$ cat config.mk
export PLATFORM = sky130hd
export DESIGN_NAME = vga_pattern_gen_flat
export DESIGN_NICKNAME = d
export VERILOG_FILES = /design/src/rtl/vga_pattern_pkg.sv /design/src/rtl/vga_pattern_gen_if.sv /design/src/rtl/pixel_tracker.sv /design/src/rtl/vga_pattern_gen.sv /design/src/flat_wrapper.sv
export SDC_FILE = /design/constraint.sdc
export NUM_CORES = 1
export LEC_CHECK = 0
export BUFFER_PORTS_ARGS = -buffer_cell sky130_fd_sc_hd__buf_4
export CAP_MARGIN = 20
export CORE_MARGIN = 2
export CORE_UTILIZATION = 45
export DETAILED_ROUTE_END_ITERATION = 7
export PLACE_DENSITY = 0.73
export SYNTH_ARGS = -nofsm -noshare
export SYNTH_HDL_FRONTEND = slang
export SYNTH_HIERARCHICAL = 1
export SYNTH_SLANG_ARGS = --single-unit
$ cat constraint.sdc
create_clock -name clock -period 6.04 [get_ports clock]
set_input_delay 0.906 -clock clock [delete_from_list [all_inputs] [get_ports clock]]
set_output_delay 0.906 -clock clock [all_outputs]
set_load 0.1 [all_outputs]
$ cat src/rtl/vga_pattern_pkg.sv
// Shared types and constants for the VGA test-pattern source: mode codes,
// tracker FSM states, the tracker-to-colour payload and the RGB565 palette.
package vga_pattern_pkg;

  localparam int unsigned IDX_W = 3;

  localparam logic [1:0] MODE_HBAND = 2'd0;
  localparam logic [1:0] MODE_VBAR  = 2'd1;
  localparam logic [1:0] MODE_CHECK = 2'd2;
  localparam logic [1:0] MODE_SOLID = 2'd3;

  localparam logic [0:0] ST_UNSYNC = 1'b0;
  localparam logic [0:0] ST_SYNC   = 1'b1;

  localparam logic [IDX_W-1:0] IDX_CHECK_EVEN = IDX_W'(3);
  localparam logic [IDX_W-1:0] IDX_CHECK_ODD  = IDX_W'(7);

  // Everything the colour stage needs about the current pixel
  typedef struct packed {
    logic [1:0]       mode;
    logic [IDX_W-1:0] scroll;
    logic [IDX_W-1:0] band;
    logic [IDX_W-1:0] bar;
    logic             active;
  } pattern_ctx_t;

  function automatic logic [15:0] palette(input logic [IDX_W-1:0] idx);
    logic [15:0] c;
    case (idx)
      3'd0:    c = 16'hF800;
      3'd1:    c = 16'h07E0;
      3'd2:    c = 16'h001F;
      3'd3:    c = 16'hFFFF;
      3'd4:    c = 16'hFFE0;
      3'd5:    c = 16'h07FF;
      3'd6:    c = 16'hF81F;
      default: c = 16'h0000;
    endcase
    return c;
  endfunction

endpackage

$ cat src/rtl/vga_pattern_gen_if.sv
// Link between the pattern source (master) and vgadisplay (slave).
interface vga_pattern_gen_if #(
  parameter int unsigned ADDR_W = 24
);
  logic [ADDR_W-1:0] addr;
  logic              pix_clk;
  logic [15:0]       rgb;
  logic              frame_tick;
  logic              synced;

  modport master (input addr, output pix_clk, output rgb, output frame_tick, output synced);
  modport slave  (output addr, input pix_clk, input rgb, input frame_tick, input synced);
endinterface

$ cat src/rtl/pixel_tracker.sv
// Follows vgadisplay's linear address incrementally and keeps x/y and band/bar
// indices; per-frame palette scroll exists only with PATTERN_SCROLL_EN.
module pixel_tracker
  import vga_pattern_pkg::*;
#(
  parameter int unsigned H_ACTIVE  = 640,
  parameter int unsigned V_ACTIVE  = 480,
  parameter int unsigned NUM_BANDS = 3,
  parameter int unsigned ADDR_W    = 24
) (
  input  logic              clock,
  input  logic              reset,
  input  logic [ADDR_W-1:0] addr,
  input  logic [1:0]        mode,
  output pattern_ctx_t      ctx,
  output logic              frame_tick,
  output logic              synced
);

  localparam int unsigned PIX_TOTAL = H_ACTIVE * V_ACTIVE;
  localparam int unsigned BAND_H    = V_ACTIVE / NUM_BANDS;
  localparam int unsigned BAR_W     = H_ACTIVE / NUM_BANDS;
  localparam int unsigned X_W       = $clog2(H_ACTIVE + 1);
  localparam int unsigned Y_W       = $clog2(V_ACTIVE + 1);
  localparam int unsigned BC_W      = $clog2(BAND_H + 1);
  localparam int unsigned XC_W      = $clog2(BAR_W + 1);

  logic [0:0]        state, state_n;
  logic [ADDR_W-1:0] addr_q;
  logic              active;
  logic [X_W-1:0]    x;
  logic [Y_W-1:0]    y;
  logic [XC_W-1:0]   bar_cnt;
  logic [BC_W-1:0]   band_cnt;
  logic [IDX_W-1:0]  bar, band, scroll;
  logic [1:0]        mode_q;
  logic              event_c, zero_c, seq_c, in_range_c, start_c, adv_c;

  assign event_c    = (addr != addr_q);
  assign zero_c     = (addr == '0);
  assign seq_c      = (addr == addr_q + ADDR_W'(1));
  assign in_range_c = (addr < ADDR_W'(PIX_TOTAL));

  // Next state and counter strobes
  always_comb begin
    state_n = state;
    start_c = 1'b0;
    adv_c   = 1'b0;
    if (event_c) begin
      case (state)
        ST_UNSYNC: begin
          if (zero_c) begin
            start_c = 1'b1;
            state_n = ST_SYNC;
          end
        end
        default: begin
          if (zero_c)          start_c = 1'b1;
          else if (!in_range_c) adv_c  = 1'b0;
          else if (seq_c)       adv_c  = 1'b1;
          else                  state_n = ST_UNSYNC;
        end
      endcase
    end
  end

  // addr_q resets to all-ones so an address of 0 right after reset still counts as an event
  always_ff @(posedge clock or negedge reset) begin
    if (!reset) begin
      state      <= ST_UNSYNC;
      addr_q     <= '1;
      frame_tick <= 1'b0;
      synced     <= 1'b0;
      active     <= 1'b0;
    end else begin
      state      <= state_n;
      addr_q     <= addr;
      frame_tick <= start_c;
      synced     <= (state_n == ST_SYNC);
      active     <= in_range_c;
    end
  end

  // Position and band/bar sub-counters; indices saturate on the remainder
  always_ff @(posedge clock or negedge reset) begin
    if (!reset) begin
      x <= '0; y <= '0; bar_cnt <= '0; band_cnt <= '0;
      bar <= '0; band <= '0; mode_q <= MODE_HBAND;
    end else if (start_c) begin
      x <= '0; y <= '0; bar_cnt <= '0; band_cnt <= '0;
      bar <= '0; band <= '0; mode_q <= mode;
    end else if (adv_c) begin
      if (x == X_W'(H_ACTIVE - 1)) begin
        x       <= '0;
        bar_cnt <= '0;
        bar     <= '0;
        if (y != Y_W'(V_ACTIVE - 1)) begin
          y <= y + Y_W'(1);
          if (band_cnt == BC_W'(BAND_H - 1)) begin
            band_cnt <= '0;
            if (band != IDX_W'(NUM_BANDS - 1)) band <= band + IDX_W'(1);
          end else begin
            band_cnt <= band_cnt + BC_W'(1);
          end
        end
      end else begin
        x <= x + X_W'(1);
        if (bar_cnt == XC_W'(BAR_W - 1)) begin
          bar_cnt <= '0;
          if (bar != IDX_W'(NUM_BANDS - 1)) bar <= bar + IDX_W'(1);
        end else begin
          bar_cnt <= bar_cnt + XC_W'(1);
        end
      end
    end
  end

`ifdef PATTERN_SCROLL_EN
  // Advances only on frame starts seen while locked
  always_ff @(posedge clock or negedge reset) begin
    if (!reset)                            scroll <= '0;
    else if (start_c && state == ST_SYNC)  scroll <= scroll + IDX_W'(1);
  end
`else
  assign scroll = '0;
`endif

  assign ctx = '{mode: mode_q, scroll: scroll, band: band, bar: bar, active: active};

endmodule

$ cat src/rtl/vga_pattern_gen.sv
// Parametrised VGA test-pattern source: pixel-clock divider, pattern colour mux
// and registered RGB565 output. Optional palette scrolling: PATTERN_SCROLL_EN.
module vga_pattern_gen
  import vga_pattern_pkg::*;
#(
  parameter int unsigned H_ACTIVE  = 640,
  parameter int unsigned V_ACTIVE  = 480,
  parameter int unsigned NUM_BANDS = 3,
  parameter int unsigned CLK_DIV   = 2,
  parameter int unsigned ADDR_W    = 24
) (
  input  logic               clock,
  input  logic               reset,
  input  logic [1:0]         mode,
  input  logic [IDX_W-1:0]   solid_idx,
  vga_pattern_gen_if.master  vga
);

  localparam int unsigned HALF  = CLK_DIV / 2;
  localparam int unsigned DIV_W = $clog2(HALF + 1);

  pattern_ctx_t     ctx;
  logic             frame_tick, synced;
  logic [DIV_W-1:0] div_cnt;
  logic             pix_clk_q;
  logic [15:0]      rgb_q;
  logic [IDX_W-1:0] idx_c;

  pixel_tracker #(
    .H_ACTIVE (H_ACTIVE),
    .V_ACTIVE (V_ACTIVE),
    .NUM_BANDS(NUM_BANDS),
    .ADDR_W   (ADDR_W)
  ) u_tracker (
    .clock     (clock),
    .reset     (reset),
    .addr      (vga.addr),
    .mode      (mode),
    .ctx       (ctx),
    .frame_tick(frame_tick),
    .synced    (synced)
  );

  // Pixel clock: toggle every CLK_DIV/2 board clocks
  always_ff @(posedge clock or negedge reset) begin
    if (!reset) begin
      div_cnt   <= '0;
      pix_clk_q <= 1'b0;
    end else if (div_cnt == DIV_W'(HALF - 1)) begin
      div_cnt   <= '0;
      pix_clk_q <= ~pix_clk_q;
    end else begin
      div_cnt   <= div_cnt + DIV_W'(1);
    end
  end

  always_comb begin
    idx_c = '0;
    case (ctx.mode)
      MODE_HBAND: idx_c = ctx.band + ctx.scroll;
      MODE_VBAR:  idx_c = ctx.bar + ctx.scroll;
      MODE_CHECK: idx_c = ((ctx.band[0] ^ ctx.bar[0]) ? IDX_CHECK_ODD : IDX_CHECK_EVEN) + ctx.scroll;
      default:    idx_c = solid_idx;
    endcase
  end

  // Black while unlocked or outside the visible area
  always_ff @(posedge clock or negedge reset) begin
    if (!reset) rgb_q <= 16'h0000;
    else        rgb_q <= (synced && ctx.active) ? palette(idx_c) : 16'h0000;
  end

  assign vga.pix_clk    = pix_clk_q;
  assign vga.rgb        = rgb_q;
  assign vga.frame_tick = frame_tick;
  assign vga.synced     = synced;

endmodule
$ cat src/flat_wrapper.sv
// flat-port wrapper written by rule: the top's interface ports become plain ports
module vga_pattern_gen_flat import vga_pattern_pkg::*;
#(
  parameter int unsigned H_ACTIVE  = 640,
  parameter int unsigned V_ACTIVE  = 480,
  parameter int unsigned NUM_BANDS = 3,
  parameter int unsigned CLK_DIV   = 2,
  parameter int unsigned ADDR_W    = 24
)
  (clock, reset, mode, solid_idx, vga_addr, vga_pix_clk, vga_rgb, vga_frame_tick, vga_synced);
  vga_pattern_gen_if #(.ADDR_W(ADDR_W)) vga_i ();
  input  logic clock;
  input  logic reset;
  input  logic [1:0] mode;
  input  logic [IDX_W-1:0] solid_idx;
  input wire logic [$bits(vga_i.addr)-1:0] vga_addr;
  output wire logic [$bits(vga_i.pix_clk)-1:0] vga_pix_clk;
  output wire logic [$bits(vga_i.rgb)-1:0] vga_rgb;
  output wire logic [$bits(vga_i.frame_tick)-1:0] vga_frame_tick;
  output wire logic [$bits(vga_i.synced)-1:0] vga_synced;
  assign vga_i.addr = vga_addr;
  assign vga_pix_clk = vga_i.pix_clk;
  assign vga_rgb = vga_i.rgb;
  assign vga_frame_tick = vga_i.frame_tick;
  assign vga_synced = vga_i.synced;
  vga_pattern_gen #(.H_ACTIVE(H_ACTIVE), .V_ACTIVE(V_ACTIVE), .NUM_BANDS(NUM_BANDS), .CLK_DIV(CLK_DIV), .ADDR_W(ADDR_W)) u_core (.clock(clock), .reset(reset), .mode(mode), .solid_idx(solid_idx), .vga(vga_i));
endmodule
==> impl_metrics.yaml, run 1 <==
worst_setup_path:
  reg2reg_slack_ns: 2.10
  startpoint_type: "flip-flop"
  crit_path_start: "u_core/u_tracker/addr_q[1]$_DFF_PN1_"
  cp_max_fo: 17
  critPathKind: "flip-flop to flip-flop"
  cp-endpoint: "u_core/u_tracker/band_cnt[0]$_DFFE_PN0P_"
  r2r_start: "u_core/u_tracker/addr_q[1]$_DFF_PN1_"
  cp-end-kind: "flip-flop"
  reg2regPathDepth: 9
  cp.required_ns: 6.31
  cp_data_arrival_time_ns: 4.21
  r2r_end: "u_core/u_tracker/band_cnt[0]$_DFFE_PN0P_"
timing:
  finalHoldViolations: 0
  slew_viol_final: 0
  tightest_slew_ns: 0.9478
  worst_slack_ns: 2.104
  hold_ws_ns: 0.4203
  min_period_ns: 3.936
  setup_tns_ns: 0
  slew_headroom_pct: 36.01
  rsz0062_at_grt: "no"
  max_freq_ghz: 0.2541
  min_period_over_period_pct: 65.16
  setup_viol: 0
  finClkSkew_ns: 0.01690
route:
  vias_per_cell: 5.910
  drc: 0
  first_iter_violations: 335
  wl_per_cell_um: 15.97
  finalWirelength_um: 11350
  antenna_left: 0
  vias: 4202
  dr.pass1.iters: 5
global_routing:
  grt.total_usage_pct: 21.01
  overflow: 0
  grt_first_pass_wirelength_um: 19130
  antenna_found_initial: 0
  use_met1_pct: 28.04
  use_met3_pct: 5.327
  use_met2_pct: 33.27
  grt_pass1_vias: 3924
  grt_max_degree: 75
  top_usage_layer: "met2"
power:
  p_leak_nw: 2.189
  power-per-cell-area_nw_per_um2: 193.5
  ir_worst_vdd_uv: 171.4
  total_power_w: 0.001040
layout:
  final_nets: 616
  multi_input_area_um2: 2650
  syn_to_final_growth_pct: 11.76
  seqCellArea_um2: 1882
  n_antenna_cell: 0
  fill_cells: 973
  drive_above_1_share_pct: 17.91
run_status:
  status: "finished, final reports clean"
clock_tree:
  h-tree-depth: 3
  cts.sinks: 74
  ctsResizeCount: 0
  clock_latency_ns: 0.37
  clk_path_buf_depth: 2
  cts_tree: "done"
  cts-root-buf: "clkbuf_8"
  holdBufCountCts: 0
  post_cts_buffers: 0
  cts.clk_slew.worst_paths_ns: 0.07
  cts_buffers: 9
synth:
  ys_seq_area_share_pct: 39.12
  synth_edf_count: 0
  ys_top_cells_by_count: "50 x dfrtp_1, 45 x a21oi_1, 40 x nand2_1, 40 x o21ai_0, 28 x nand3_1"
  synth_top_flop_cell: "dfrtp_1"
  synth.avg_cell_area_um2: 8.942
  synth-seq-cells: 74
  post-synth-top-count-cell: "dfrtp_1"
  synth_area_um2: 4811
  synthTopCellsByArea: "dfrtp_1 26%, dfstp_2 13%, a21oi_1 4.7%"
  yosysTopAreaCellShare_pct: 26.01
  synth.distinct_cells: 62
  synth_largest_area_cell: "dfrtp_1"
  syn_inst: 538
  yosysWarnings: 6
  synthArstFlopShare_pct: 100.0
floorplanning:
  fp.dieH_um: 107.4
  dieWidth_um: 107.4
  dieArea_um2: 11530
  io_pins: 50
  placementRows: 37
  core_um2: 10370
  initial_core_util_pct: 46.39
placement:
  place_congestion: 0.9300
  portBuffers: 49
  dpl_worst_slack_ns: 1.635
  hpwl_um: 8178
hold_path:
  min-delay-start: "u_core/vga.pix_clk$_DFF_PN0_"
  hold_path_class: "flip-flop to flip-flop"
job:
  drv_cap: 0
-- registers in the layout, summed over array words and instances (netlist names) --
signal / count
u_core/u_tracker/addr_q: 24
u_core/u_tracker/x: 10
u_core/u_tracker/bar: 3
u_core/u_tracker/mode_q: 2
u_core/u_tracker/state: 1
u_core/vga.rgb: 3
u_core/u_tracker/active: 1
u_core/vga.pix_clk: 1
u_core/u_tracker/band: 3
u_core/u_tracker/bar_cnt: 8
u_core/u_tracker/y: 9
u_core/u_tracker/band_cnt: 8
u_core/u_tracker/frame_tick: 1
-- stage by stage --
| step | util (%) | instances | cell area (um2) |
|---|---|---|---|
| after floorplan | - | 540 | 4818 |
| after global placement | 49.83 | 694 | 5167 |
| after detailed placement | 49.83 | 694 | 5167 |
| after CTS | 51.70 | 710 | 5361 |
| after global routing | 51.85 | 711 | 5376 |
| final | 51.85 | 711 | 5376 |
-- logic make-up (layout without fill, tap and decap cells) --
logic type	count (synthesis)	after routing	share of synthesized area, %
and+or+nand+nor	229	229	27.33
AOI/OAI and AO/OA	117	117	14.38
DFF	74	74	39.12
buffers and inverters	55	90	5.956
xor gates and xnor gates	40	40	7.594
adders and majority gates	15	15	4.057
muxes	7	7	1.482
other	1	3	0.07795
-- metal layers --
metal / vias up / share of wire (%) / wire length (um)
met5: - / 0 / 0
met4: 0 / 1.8 / 203
met3: 22 / 5.6 / 632
met2: 139 / 47 / 5290
met1: 2019 / 46 / 5227
li1: 2022 / - / -
-- layout make-up --
type | count | area share [%]
clock inverter | 7 | 1.303
inverter | 22 | 1.536
clock buffer | 9 | 2.304
timing repair buffer | 52 | 7.401
multi-input combinational | 411 | 49.29
tap | 136 | 3.165
sequential | 74 | 35.00
-- where the power goes --
part,switching (W),internal [W]
logic,0.0000805,0.0000462
clock network,0.000196,0.000190
registers,0.0000154,0.000512
-- critical path: stages, from the launching register on --
cell and delay [ns]:
dfstp_2 0.60, ha_1 0.28, nand3_1 0.29, nor4_2 0.61
xnor2_1 0.19, nand4_1 0.22, nor4_4 0.45, nand3_1 0.52
or3_1 0.51, a21oi_1 0.17
-- worst min path at each step --
stage | endpoint | cells past startpoint | slack (ns)
2_1_floorplan | u_core/u_tracker/mode_q[1]$_DFFE_PN0P_ | 2 | 0.50
3_3_place_gp | u_core/vga.pix_clk$_DFF_PN0_ | 1 | 0.41
3_5_place_dp | u_core/vga.pix_clk$_DFF_PN0_ | 1 | 0.41
4_1_cts | u_core/vga.pix_clk$_DFF_PN0_ | 1 | 0.43
5_1_grt | u_core/vga.pix_clk$_DFF_PN0_ | 1 | 0.46
6_report | u_core/vga.pix_clk$_DFF_PN0_ | 1 | 0.42
-- placed cells by master (no fill, tap or decap), types with 6 or more instances in the layout --
cell type   n
nor4_1     13
a21oi_1    45
or4_1      13
nor3b_1     6
nor3_1     15
xor2_1     24
xnor2_1    15
nand4_1    19
nor2b_1     6
o21ai_0    40
or3_1      23
clkbuf_8    9
dfstp_2    24
dfrtp_1    50
mux2i_1     6
nand3_1    28
nand2_1    40
buf_4      51
and3_1     15
ha_1       14
nor2_1     21
inv_1      22
No activity file was read; power rests on OpenSTA's default activity.
==> run 2: changes to the inputs <==
==> constraint.sdc (replaced) <==
create_clock -name clock -period 3.9 [get_ports clock]
set_input_delay 0.585 -clock clock [delete_from_list [all_inputs] [get_ports clock]]
set_output_delay 0.585 -clock clock [all_outputs]
set_load 0.1 [all_outputs]
==> run 2 against run 1 <==
Sequential power is 55% higher. Utilization up 0.37 points. Worst setup slack got worse by 1.8 ns. Final cell count grew 0.28%. Count of clock-buffer cells in the layout unchanged. Largest power group unchanged.
==> impl_metrics.yaml, run 2 (synthesis gave the netlist of run 1 again) <==
timing:
  min_period_ns: 3.571
  setup_tns_ns: 0
  slew_viol_final: 0
  slew_headroom_pct: 30.08
  tightest_slew_ns: 1.036
  rsz0062_at_grt: "no"
  min_period_over_period_pct: 91.56
  finalHoldViolations: 0
  setup_viol: 0
  max_freq_ghz: 0.2800
  finClkSkew_ns: 0.02167
layout:
  multi_input_area_um2: 2666
  fill_cells: 991
  final-instance-count-excl-fill: 713
  layout_common_cells: "54 x buf_4, 50 x dfrtp_1, 45 x a21oi_1"
  n_antenna_cell: 0
  seqCellArea_um2: 1882
  final_nets: 618
  drive_above_1_share_pct: 18.20
  syn_to_final_growth_pct: 12.56
  reg_top3: "u_core/u_tracker/addr_q: 24 flops, u_core/u_tracker/x: 10 flops, u_core/u_tracker/y: 9 flops"
  regMostFlops: "u_core/u_tracker/addr_q"
  layout_commonest_cell: "buf_4"
  largest_reg_flops: 24
clock_tree:
  cts.sinks: 74
  h-tree-depth: 3
  cts-root-buf: "clkbuf_8"
  clk_path_buf_depth: 2
  cts.clk_slew.worst_paths_ns: 0.10
  clock_latency_ns: 0.36
  cts_tree: "done"
  holdBufCountCts: 0
  cts_buffers: 9
placement:
  hpwl_um: 8142
  dp_cells: 697
  place_congestion: 0.8991
  portBuffers: 49
global_routing:
  grt.total_usage_pct: 20.82
  overflow: 0
  grt_max_degree: 75
  grt_first_pass_wirelength_um: 19340
  antenna_found_initial: 0
  grt_pass1_vias: 4053
route:
  first_iter_violations: 312
  vias: 4219
  wl_per_cell_um: 15.98
  vias_per_cell: 5.917
  drc: 0
  finalWirelength_um: 11390
  dr.pass1.iters: 5
  antenna_left: 0
power:
  p_leak_nw: 2.215
  power-per-cell-area_nw_per_um2: 304.4
  ir_worst_vdd_uv: 281.9
floorplanning:
  core_um2: 10370
  fp.dieH_um: 107.4
  dieWidth_um: 107.4
  dieArea_um2: 11530
  initial_core_util_pct: 46.39
  io_pins: 50
  placementRows: 37
hold_path:
  hold_path_class: "input pin to asynchronous set/reset pin"
run_status:
  status: "finished, final reports clean"
worst_setup_path:
  cp_data_arrival_time_ns: 3.86
  critPathKind: "flip-flop to flip-flop"
  r2r_start: "u_core/u_tracker/addr_q[1]$_DFF_PN1_"
  cp.required_ns: 4.19
  startpoint_type: "flip-flop"
  cp_max_fo: 17
  cp-end-kind: "flip-flop"
  crit_path_start: "u_core/u_tracker/addr_q[1]$_DFF_PN1_"
job:
  drv_cap: 0
run 2: final timing paths:
kind,endpoint,slack [ns],cells past startpoint
worst min register to register,u_core/vga.pix_clk$_DFF_PN0_,0.42,1
worst min-delay path,u_core/vga.rgb[4]$_DFF_PN0_,0.36,1
max in group asynchronous,u_core/u_tracker/band_cnt[0]$_DFFE_PN0P_,2.88,1
min in group clock,u_core/u_tracker/addr_q[11]$_DFF_PN1_,0.36,1
worst max-delay path,u_core/u_tracker/bar_cnt[7]$_DFFE_PN0P_,0.33,9
worst max register to register,u_core/u_tracker/bar_cnt[7]$_DFFE_PN0P_,0.33,9
run 2: per-layer routing:
metal / routed length [um] / track usage, %
met4: 180 / 6.777
met1: 5237 / 27.64
met5: 0 / 0
met2: 5485 / 34.04
met3: 487 / 4.298
run 2: final cells by class:
type,count,area share (%)
sequential,74,34.75
inverter,22,1.525
timing repair buffer,54,7.486
clock inverter,7,1.571
clock buffer,9,2.287
multi-input combinational,411,49.24
tap,136,3.142
run 2: timing repair:
item | CTS | global route
buffers inserted | 0 | 0
setup endpoints to repair | 0 | 2
gates resized for setup | 0 | 2
run 2: through the flow:
step	utilization (%)	cell area (um2)	total power, W	hold WS (ns)	setup WS, ns
3_5_place_dp	50.05	5190	0.001026	0.4134	0.2931
2_1_floorplan	-	4818	0.0009421	0.2894	0.8632
5_1_grt	52.22	5415	0.001731	0.3333	0.06169
3_3_place_gp	50.05	5190	0.001023	0.4075	0.3728
6_report	52.22	5415	0.001648	0.3576	0.3292
4_1_cts	52.06	5399	0.001670	0.3366	0.2979
run 2: critical path, stage by stage (launching register included):
cell     delay, ns
dfstp_2       0.61
ha_1          0.25
nand3_1       0.34
xnor2_1       0.23
nor4b_1       0.38
nand4_1       0.26
nor4_4        0.49
nand3_4       0.26
or4_1         0.53
a21oi_1       0.16
run 2: where the power goes:
group	total, W	switching [W]	internal (W)	leakage (nW)
Combinational	0.000197	0.000126	0.0000716	1.17
Clock	0.000635	0.000327	0.000308	0.106
Sequential	0.000816	0.0000229	0.000793	0.939
Total	0.00165	0.000475	0.00117	2.22
